File: config.mk
export PLATFORM = sky130hd
export DESIGN_NAME = regfile_write_arbiter
export DESIGN_NICKNAME = d
export VERILOG_FILES = /design/src/rtl/regfile_write_arbiter.sv
export SDC_FILE = /design/constraint.sdc
export NUM_CORES = 1
export LEC_CHECK = 0
export ABC_CLOCK_PERIOD_IN_PS = 2100
export BUFFER_PORTS_ARGS = -buffer_cell sky130_fd_sc_hd__buf_2
export CAP_MARGIN = 20
export CELL_PAD_IN_SITES_DETAIL_PLACEMENT = 0
export CELL_PAD_IN_SITES_GLOBAL_PLACEMENT = 1
export CORE_MARGIN = 3
export CORE_UTILIZATION = 28
export DETAILED_ROUTE_END_ITERATION = 7
export GPL_ROUTABILITY_DRIVEN = 0
export GPL_TIMING_DRIVEN = 0
export PLACE_DENSITY_LB_ADDON = 0.3
export SYNTH_ARGS = -nofsm -noshare
export SYNTH_HDL_FRONTEND = slang
export SYNTH_SLANG_ARGS = --single-unit
File: constraint.sdc
create_clock -name clock -period 2.1 [get_ports clock]
set_clock_uncertainty 0.05 [all_clocks]
set_input_delay 0.525 -clock clock [delete_from_list [all_inputs] [get_ports clock]]
set_output_delay 0.525 -clock clock [all_outputs]
set_load 0.02 [all_outputs]
File: src/rtl/regfile_write_arbiter.sv
// Register-file write-port arbiter: WB > LU > DBG with a bounded-wait LU override.
// The selected request is registered onto the rf_* outputs, so the register
// file sees at most one stable write per clock.
module regfile_write_arbiter #(
    parameter int unsigned DATA_W       = 32,
    parameter int unsigned ADDR_W       = 5,
    parameter int unsigned STARVE_LIMIT = 4
) (
    input  logic              clock,
    input  logic              reset_n,
    input  logic              wb_valid,
    input  logic [ADDR_W-1:0] wb_reg,
    input  logic [DATA_W-1:0] wb_data,
    output logic              wb_ready,
    input  logic              lu_valid,
    input  logic [ADDR_W-1:0] lu_reg,
    input  logic [DATA_W-1:0] lu_data,
    output logic              lu_ready,
    input  logic              dbg_valid,
    input  logic [ADDR_W-1:0] dbg_reg,
    input  logic [DATA_W-1:0] dbg_data,
    output logic              dbg_ready,
    output logic              rf_we,
    output logic [ADDR_W-1:0] rf_wr_reg,
    output logic [DATA_W-1:0] rf_wr_data,
    output logic              lu_forced
);

    localparam int unsigned CNT_W = 4;

    typedef enum logic {
        NORMAL   = 1'b0,
        FORCE_LU = 1'b1
    } state_e;

    state_e             state_q, state_d;
    logic [CNT_W-1:0]   cnt_q, cnt_d;
    logic               rf_we_q;
    logic [ADDR_W-1:0]  rf_wr_reg_q;
    logic [DATA_W-1:0]  rf_wr_data_q;

    logic               grant;
    logic [ADDR_W-1:0]  sel_reg;
    logic [DATA_W-1:0]  sel_data;

    // Grant decision and starvation tracking; readies are held low during reset.
    always_comb begin
        wb_ready  = 1'b0;
        lu_ready  = 1'b0;
        dbg_ready = 1'b0;
        state_d   = NORMAL;
        cnt_d     = '0;
        if (reset_n) begin
            case (state_q)
                NORMAL: begin
                    if (wb_valid)       wb_ready  = 1'b1;
                    else if (lu_valid)  lu_ready  = 1'b1;
                    else if (dbg_valid) dbg_ready = 1'b1;
                    // LU is refused in NORMAL exactly when WB is also requesting.
                    if (lu_valid && wb_valid) begin
                        if (cnt_q == CNT_W'(STARVE_LIMIT - 1)) begin
                            state_d = FORCE_LU;
                            cnt_d   = '0;
                        end else begin
                            cnt_d = cnt_q + CNT_W'(1);
                        end
                    end
                end
                FORCE_LU: begin
                    if (lu_valid)       lu_ready  = 1'b1;
                    else if (wb_valid)  wb_ready  = 1'b1;
                    else if (dbg_valid) dbg_ready = 1'b1;
                    state_d = NORMAL;
                    cnt_d   = '0;
                end
                default: begin
                    state_d = NORMAL;
                    cnt_d   = '0;
                end
            endcase
        end
    end

    // Mux the granted requester's address and data.
    always_comb begin
        grant    = wb_ready | lu_ready | dbg_ready;
        sel_reg  = '0;
        sel_data = '0;
        if (wb_ready) begin
            sel_reg  = wb_reg;
            sel_data = wb_data;
        end else if (lu_ready) begin
            sel_reg  = lu_reg;
            sel_data = lu_data;
        end else if (dbg_ready) begin
            sel_reg  = dbg_reg;
            sel_data = dbg_data;
        end
    end

    // State, counter and registered write port; r0 writes are consumed but suppressed.
    always_ff @(posedge clock or negedge reset_n) begin
        if (!reset_n) begin
            state_q      <= NORMAL;
            cnt_q        <= '0;
            rf_we_q      <= 1'b0;
            rf_wr_reg_q  <= '0;
            rf_wr_data_q <= '0;
        end else begin
            state_q <= state_d;
            cnt_q   <= cnt_d;
            rf_we_q <= grant && (sel_reg != '0);
            if (grant) begin
                rf_wr_reg_q  <= sel_reg;
                rf_wr_data_q <= sel_data;
            end
        end
    end

    assign rf_we      = rf_we_q;
    assign rf_wr_reg  = rf_wr_reg_q;
    assign rf_wr_data = rf_wr_data_q;
    assign lu_forced  = (state_q == FORCE_LU);

endmodule

== After elaboration in Yosys (flattened, before gate mapping) ==
Index checks and enable logic that the tools add are counted.
Storage, ports and cells
  output and inout bits: 42
  register bits: 43
  input port bits: 116
Operators by class
  add/sub/neg operators: 1
  equal/unequal tests: 1
  reduce and logical (&&, ||, !) cells: 3
  muxes and demuxes: 29
  bitwise gates (word level): 3
Operators with widths (count)
  32-bit 2-to-1 mux: 3
  1-bit 2-to-1 mux: 15
  5-bit 2-to-1 mux: 3
  4-bit 2-to-1 mux: 3
  1-bit one-hot mux with 2 select lines: 4
  4-bit one-hot mux with 2 select lines: 1
  5-bit nonzero test: 1
  4-bit by 1-bit adder with 4-bit output (second input constant): 1
  4-bit by 2-bit == test with 1-bit output (second input constant): 1
  1-bit logical AND: 2
  1-bit bitwise OR: 2
  1-bit inverter: 1

== Longest topological paths before layout ==
  depth in word-level cells: 10
  gate-level depth with buffers: 7
  mapped depth without buffers: 5

== Least setup slack after synthesis ==
OpenSTA, ideal clock, no wires.
  path kind: input -> output
  start point: input wb_valid
  end point: output dbg_ready
  required time: 1525 ps
  path buffers: 2
  data arrival time: 1413 ps
  slack: 112 ps
  stages on the path: 3
  cells stage by stage: and4bb_1 buf_2 buf_1
On the way
  word-level cells in the longest chain between the ends: 4
  elaborated cells between the ends (all ways): 5
  those cells by class: mux (5)
RTL lines
  start, declared: line 11  | input logic wb_valid,
  1-bit 2-to-1 mux: line 71  | else if (wb_valid) wb_ready = 1'b1;
  1-bit 2-to-1 mux: line 70  | if (lu_valid) lu_ready = 1'b1;
  1-bit one-hot mux with 2 select lines (*): line 54  | case (state_q)
  1-bit 2-to-1 mux (*): line 53  | if (reset_n) begin
  end, declared: line 22  | output logic dbg_ready,
Mark *: on every way between the ends. The rest lies on a longest branch, timed or not.

== Worst setup path after layout ==
  start point: register state_q (netlist: lu_forced)
  end point: register rf_we_q (netlist: rf_we)
On the way
  word-level cells in the longest chain between the ends: 8
  elaborated cells between the ends (all ways): 14
  those cells by class: mux (9); bitwise (3); reduce/logical (2)
RTL lines
  start, declared: line 36  | state_e state_q, state_d;
  start signal, assigned: line 110  | state_q <= state_d;
  1-bit inverter
  1-bit one-hot mux with 2 select lines: line 54
  1-bit 2-to-1 mux: line 53
  5-bit 2-to-1 mux: line 95  | end else if (dbg_ready) begin
  5-bit 2-to-1 mux: line 92  | end else if (lu_ready) begin
  5-bit 2-to-1 mux: line 89  | if (wb_ready) begin
  5-bit nonzero test: line 112  | rf_we_q <= grant && (sel_reg != '0);
  1-bit logical AND (*): line 112
  end signal, assigned: line 112
  end, declared: line 38  | logic rf_we_q;
Marks and branches as above.
A chain may end at the register's enable or synchronous reset.

==> impl_metrics.yaml <==
outcome:
  run_status: "finished, final reports clean"
global_routing:
  grt_first_pass_wirelength_um: 10500
  grt_antenna_before_repair: 0
  overflow: 0
  maximum_number_of_pins_on_one_net_before_global_route_repair: 50
  gr-usage-all-layers_pct: 15.2
  number_of_global_route_vias_before_repair: 2169
timing:
  final-max-slew-violation-count: 0
  worst-slew-pin-transition_ps: 850
  max_clock_freq_mhz: 490
  fin_worst_hold_slack_ps: 21.4
  setup_viol: 0
  hold_viol: 0
  relSlewSlack_pct: 43.0
  min_period_over_period_pct: 97.2
  rsz0062_at_grt: "false"
  final.min_clock_period_ps: 2040
layout:
  layout-drive-gt1-share_pct: 49.6
  antenna-diode-count: 0
  commonest_cells_after_routing_fill_and_taps_aside: "buf_2 (161), dfrtp_1 (43), nand2_1 (41)"
  area_delta_synth_final_pct: 53.1
  nets: 481
  fillers: 716
  mostFrequentLayoutCell: "buf_2"
  finish.cell_count_without_fillers: 461
  largest_register_ffs: 32
drt:
  via_count: 2186
  wire_per_inst_um: 15.2
  drt_pre_antenna_iters: 5
  drc: 0
  route.detailed.vias_per_inst: 4.74
  dr.first_iter.drc_count: 86
  postRouteWirelength_um: 7000
  final_antenna_net_count: 0
setup_path:
  arrival_ps: 2150
  worstPathCellList: "and2b_1, nor2_2, buf_6, buf_4, a221o_1, nor4_1, nand2_1"
  crit_path_top_delay_cell: "dfrtp_1"
  max_stage_delay_ps: 390
  worst_setup_path_start_kind: "flip-flop"
  crit_path_end_kind: "flip-flop"
  criticalPathCategory: "flip-flop to flip-flop"
  critical_path.max_fanout: 18
  critPathBufInv: 2
  worst-r2r-setup-slack_ps: 60
  critical-path-top-delay-family: "simple AND/OR/NAND/NOR gates"
  critical_path_required_ps: 2210
placed_design:
  place.detailed.hpwl_um: 5160
  io_buffer_count: 157
  placed_cells: 448
synthesis:
  synth_top_family_by_area: "compound AO/OA/AOI/OAI gates"
  synth_compound_gate_area_share_pct: 20.7
  synthMuxAreaShare_pct: 7.24
  yosys_warnings: 0
  syn_area_per_cell_um2: 10.6
  simple_gate_fraction_of_synth_area_pct: 15.0
  mapped_cell_area_um2: 2070
  netlist.area_leader.share_pct: 51.9
  syn_inst: 195
  synthXorXnorAreaFrac_pct: 0.422
  adder_cell_fraction_of_synth_area_pct: 0.604
  synth_seq_cells: 43
  synth_nets: 312
  synth_cell_type_count: 27
  share_of_synthesized_area_occupied_by_flip_flops_and_latches_pct: 51.9
  synth_top_area_cell: "dfrtp_1"
  leading_cell_types_by_total_area_after_synthesis: "dfrtp_1 (52%), a221o_1 (9.2%), a222oi_1 (8.7%)"
clocking:
  cts_tree: "done"
  number_of_buffers_inserted_during_clock_tree_synthesis: 5
  clock_transition_at_path_regs_ps: 80
  clock_latency_ps: 280
  clock_path_buffers: 2
  clkSinkCount: 43
  ctsRootBufferMaster: "clkbuf_8"
  cts_max_level: 2
power_and_ir_drop:
  power.leakage_nw: 1.70
  powerDensity_nw_per_um2: 653
  vdd_ir_drop_max_mv: 0.244
die:
  design.portCount: 158
  rows: 30
  fp.coreArea_um2: 6980
  area_of_the_die_um2: 8470
  chipHeight_um: 92.1
  floorplan.die.width_um: 92.1
  floorplan.initialDensity_pct: 29.7
run:
  cap_viol_max_count: 0
hold_path:
  holdCritPathClass: "input port to asynchronous set/reset pin"
[cell type report]
class | count | area [um2] | share of cell area, %
multi-input cells | 135 | 915 | 28.8
clock inverters | 1 | 5.00 | 0.158
plain buffers | 11 | 80.1 | 2.52
clock buffers | 7 | 76.3 | 2.40
flip-flops and latches | 43 | 1080 | 33.9
repair buffers | 165 | 891 | 28.1
inverters | 3 | 11.3 | 0.355
well taps | 96 | 120 | 3.78
[cell usage after synthesis]
library cell / n
dfrtp_1: 43
nand2_1: 41
nor2_1: 20
a221o_1: 19
a222oi_1: 18
mux2i_1: 15
buf_2: 8
a21o_1: 4
and2_1: 3
clkbuf_1: 3
inv_1: 3
a21oi_1: 2
nand3_1: 2
and2_0: 1
and2b_1: 1
and4bb_1: 1
buf_1: 1
buf_4: 1
buf_6: 1
ha_1: 1
nand2b_1: 1
nand3b_1: 1
nor3b_1: 1
nor4_1: 1
o22ai_1: 1
o31ai_2: 1
xor2_1: 1
[logic make-up (layout without fill, tap and decap cells)]
kind of cell / Yosys count / count (layout)
simple gates: 73 / 73
xor+xnor: 1 / 1
flops: 43 / 43
mux: 15 / 15
buf+inv: 17 / 187
fa+ha+maj: 1 / 1
compound gates: 45 / 45
[report_power, final]
| part | switching [mW] | internal (mW) | total, mW |
|---|---|---|---|
| Sequential | 0.0470 | 0.926 | 0.973 |
| Combinational | 0.336 | 0.262 | 0.598 |
| Clock | 0.270 | 0.234 | 0.504 |
| Total | 0.653 | 1.42 | 2.07 |
[worst register-to-register path, stage by stage, from the launching register on]
cell and delay, ps:
dfrtp_1 390, and2b_1 260, nor2_2 70, buf_6 120
buf_4 200, a221o_1 370, nor4_1 370, nand2_1 90
[worst paths after layout]
path	from	endpoint	cells past startpoint
worst min register to register	rf_wr_data[3]	rf_wr_data[3]	2
max in group asynchronous	reset_n	rf_wr_data[3]	2
worst max register to register	lu_forced	rf_we	7
worst max-delay path	lu_forced	rf_we	7
worst min-delay path	reset_n	rf_wr_data[30]	1
min in group clock	dbg_data[25]	rf_wr_data[25]	3
[repair_timing]
item | in CTS | in global routing
pin swaps | 0 | 0
cloned | 0 | 1
endpoints found under the hold margin | 0 | 10
resized for setup | 12 | 1
hold buffers | 0 | 2
buffers inserted | 1 | 4
endpoints found under the setup margin | 41 | 4
[routing by layer]
layer	share of wire [%]	global-route usage [%]	routed length, um	vias up
li1	-	-	-	1076
met1	45	20.7	3180	1003
met2	45	24.6	3170	107
met3	9.2	4.43	643	0
met4	0	2.23	0	0
met5	0	0	0	-
[through the flow]
stage / power (mW) / area (um2) / util [%] / worst slack, ps / TNS [ps]
global placement: 1.57 / 2980 / 42.7 / -1230 / -31780
CTS: 2.10 / 3100 / 44.4 / 6.92 / 0
detailed placement: 1.58 / 2980 / 42.7 / -1260 / -32690
finish: 2.07 / 3170 / 45.5 / 59.8 / 0
global route: 2.20 / 3170 / 45.5 / 6.05 / 0
floorplan: 1.29 / 2070 / - / 112 / 0
(Power assumes the default switching activity.)
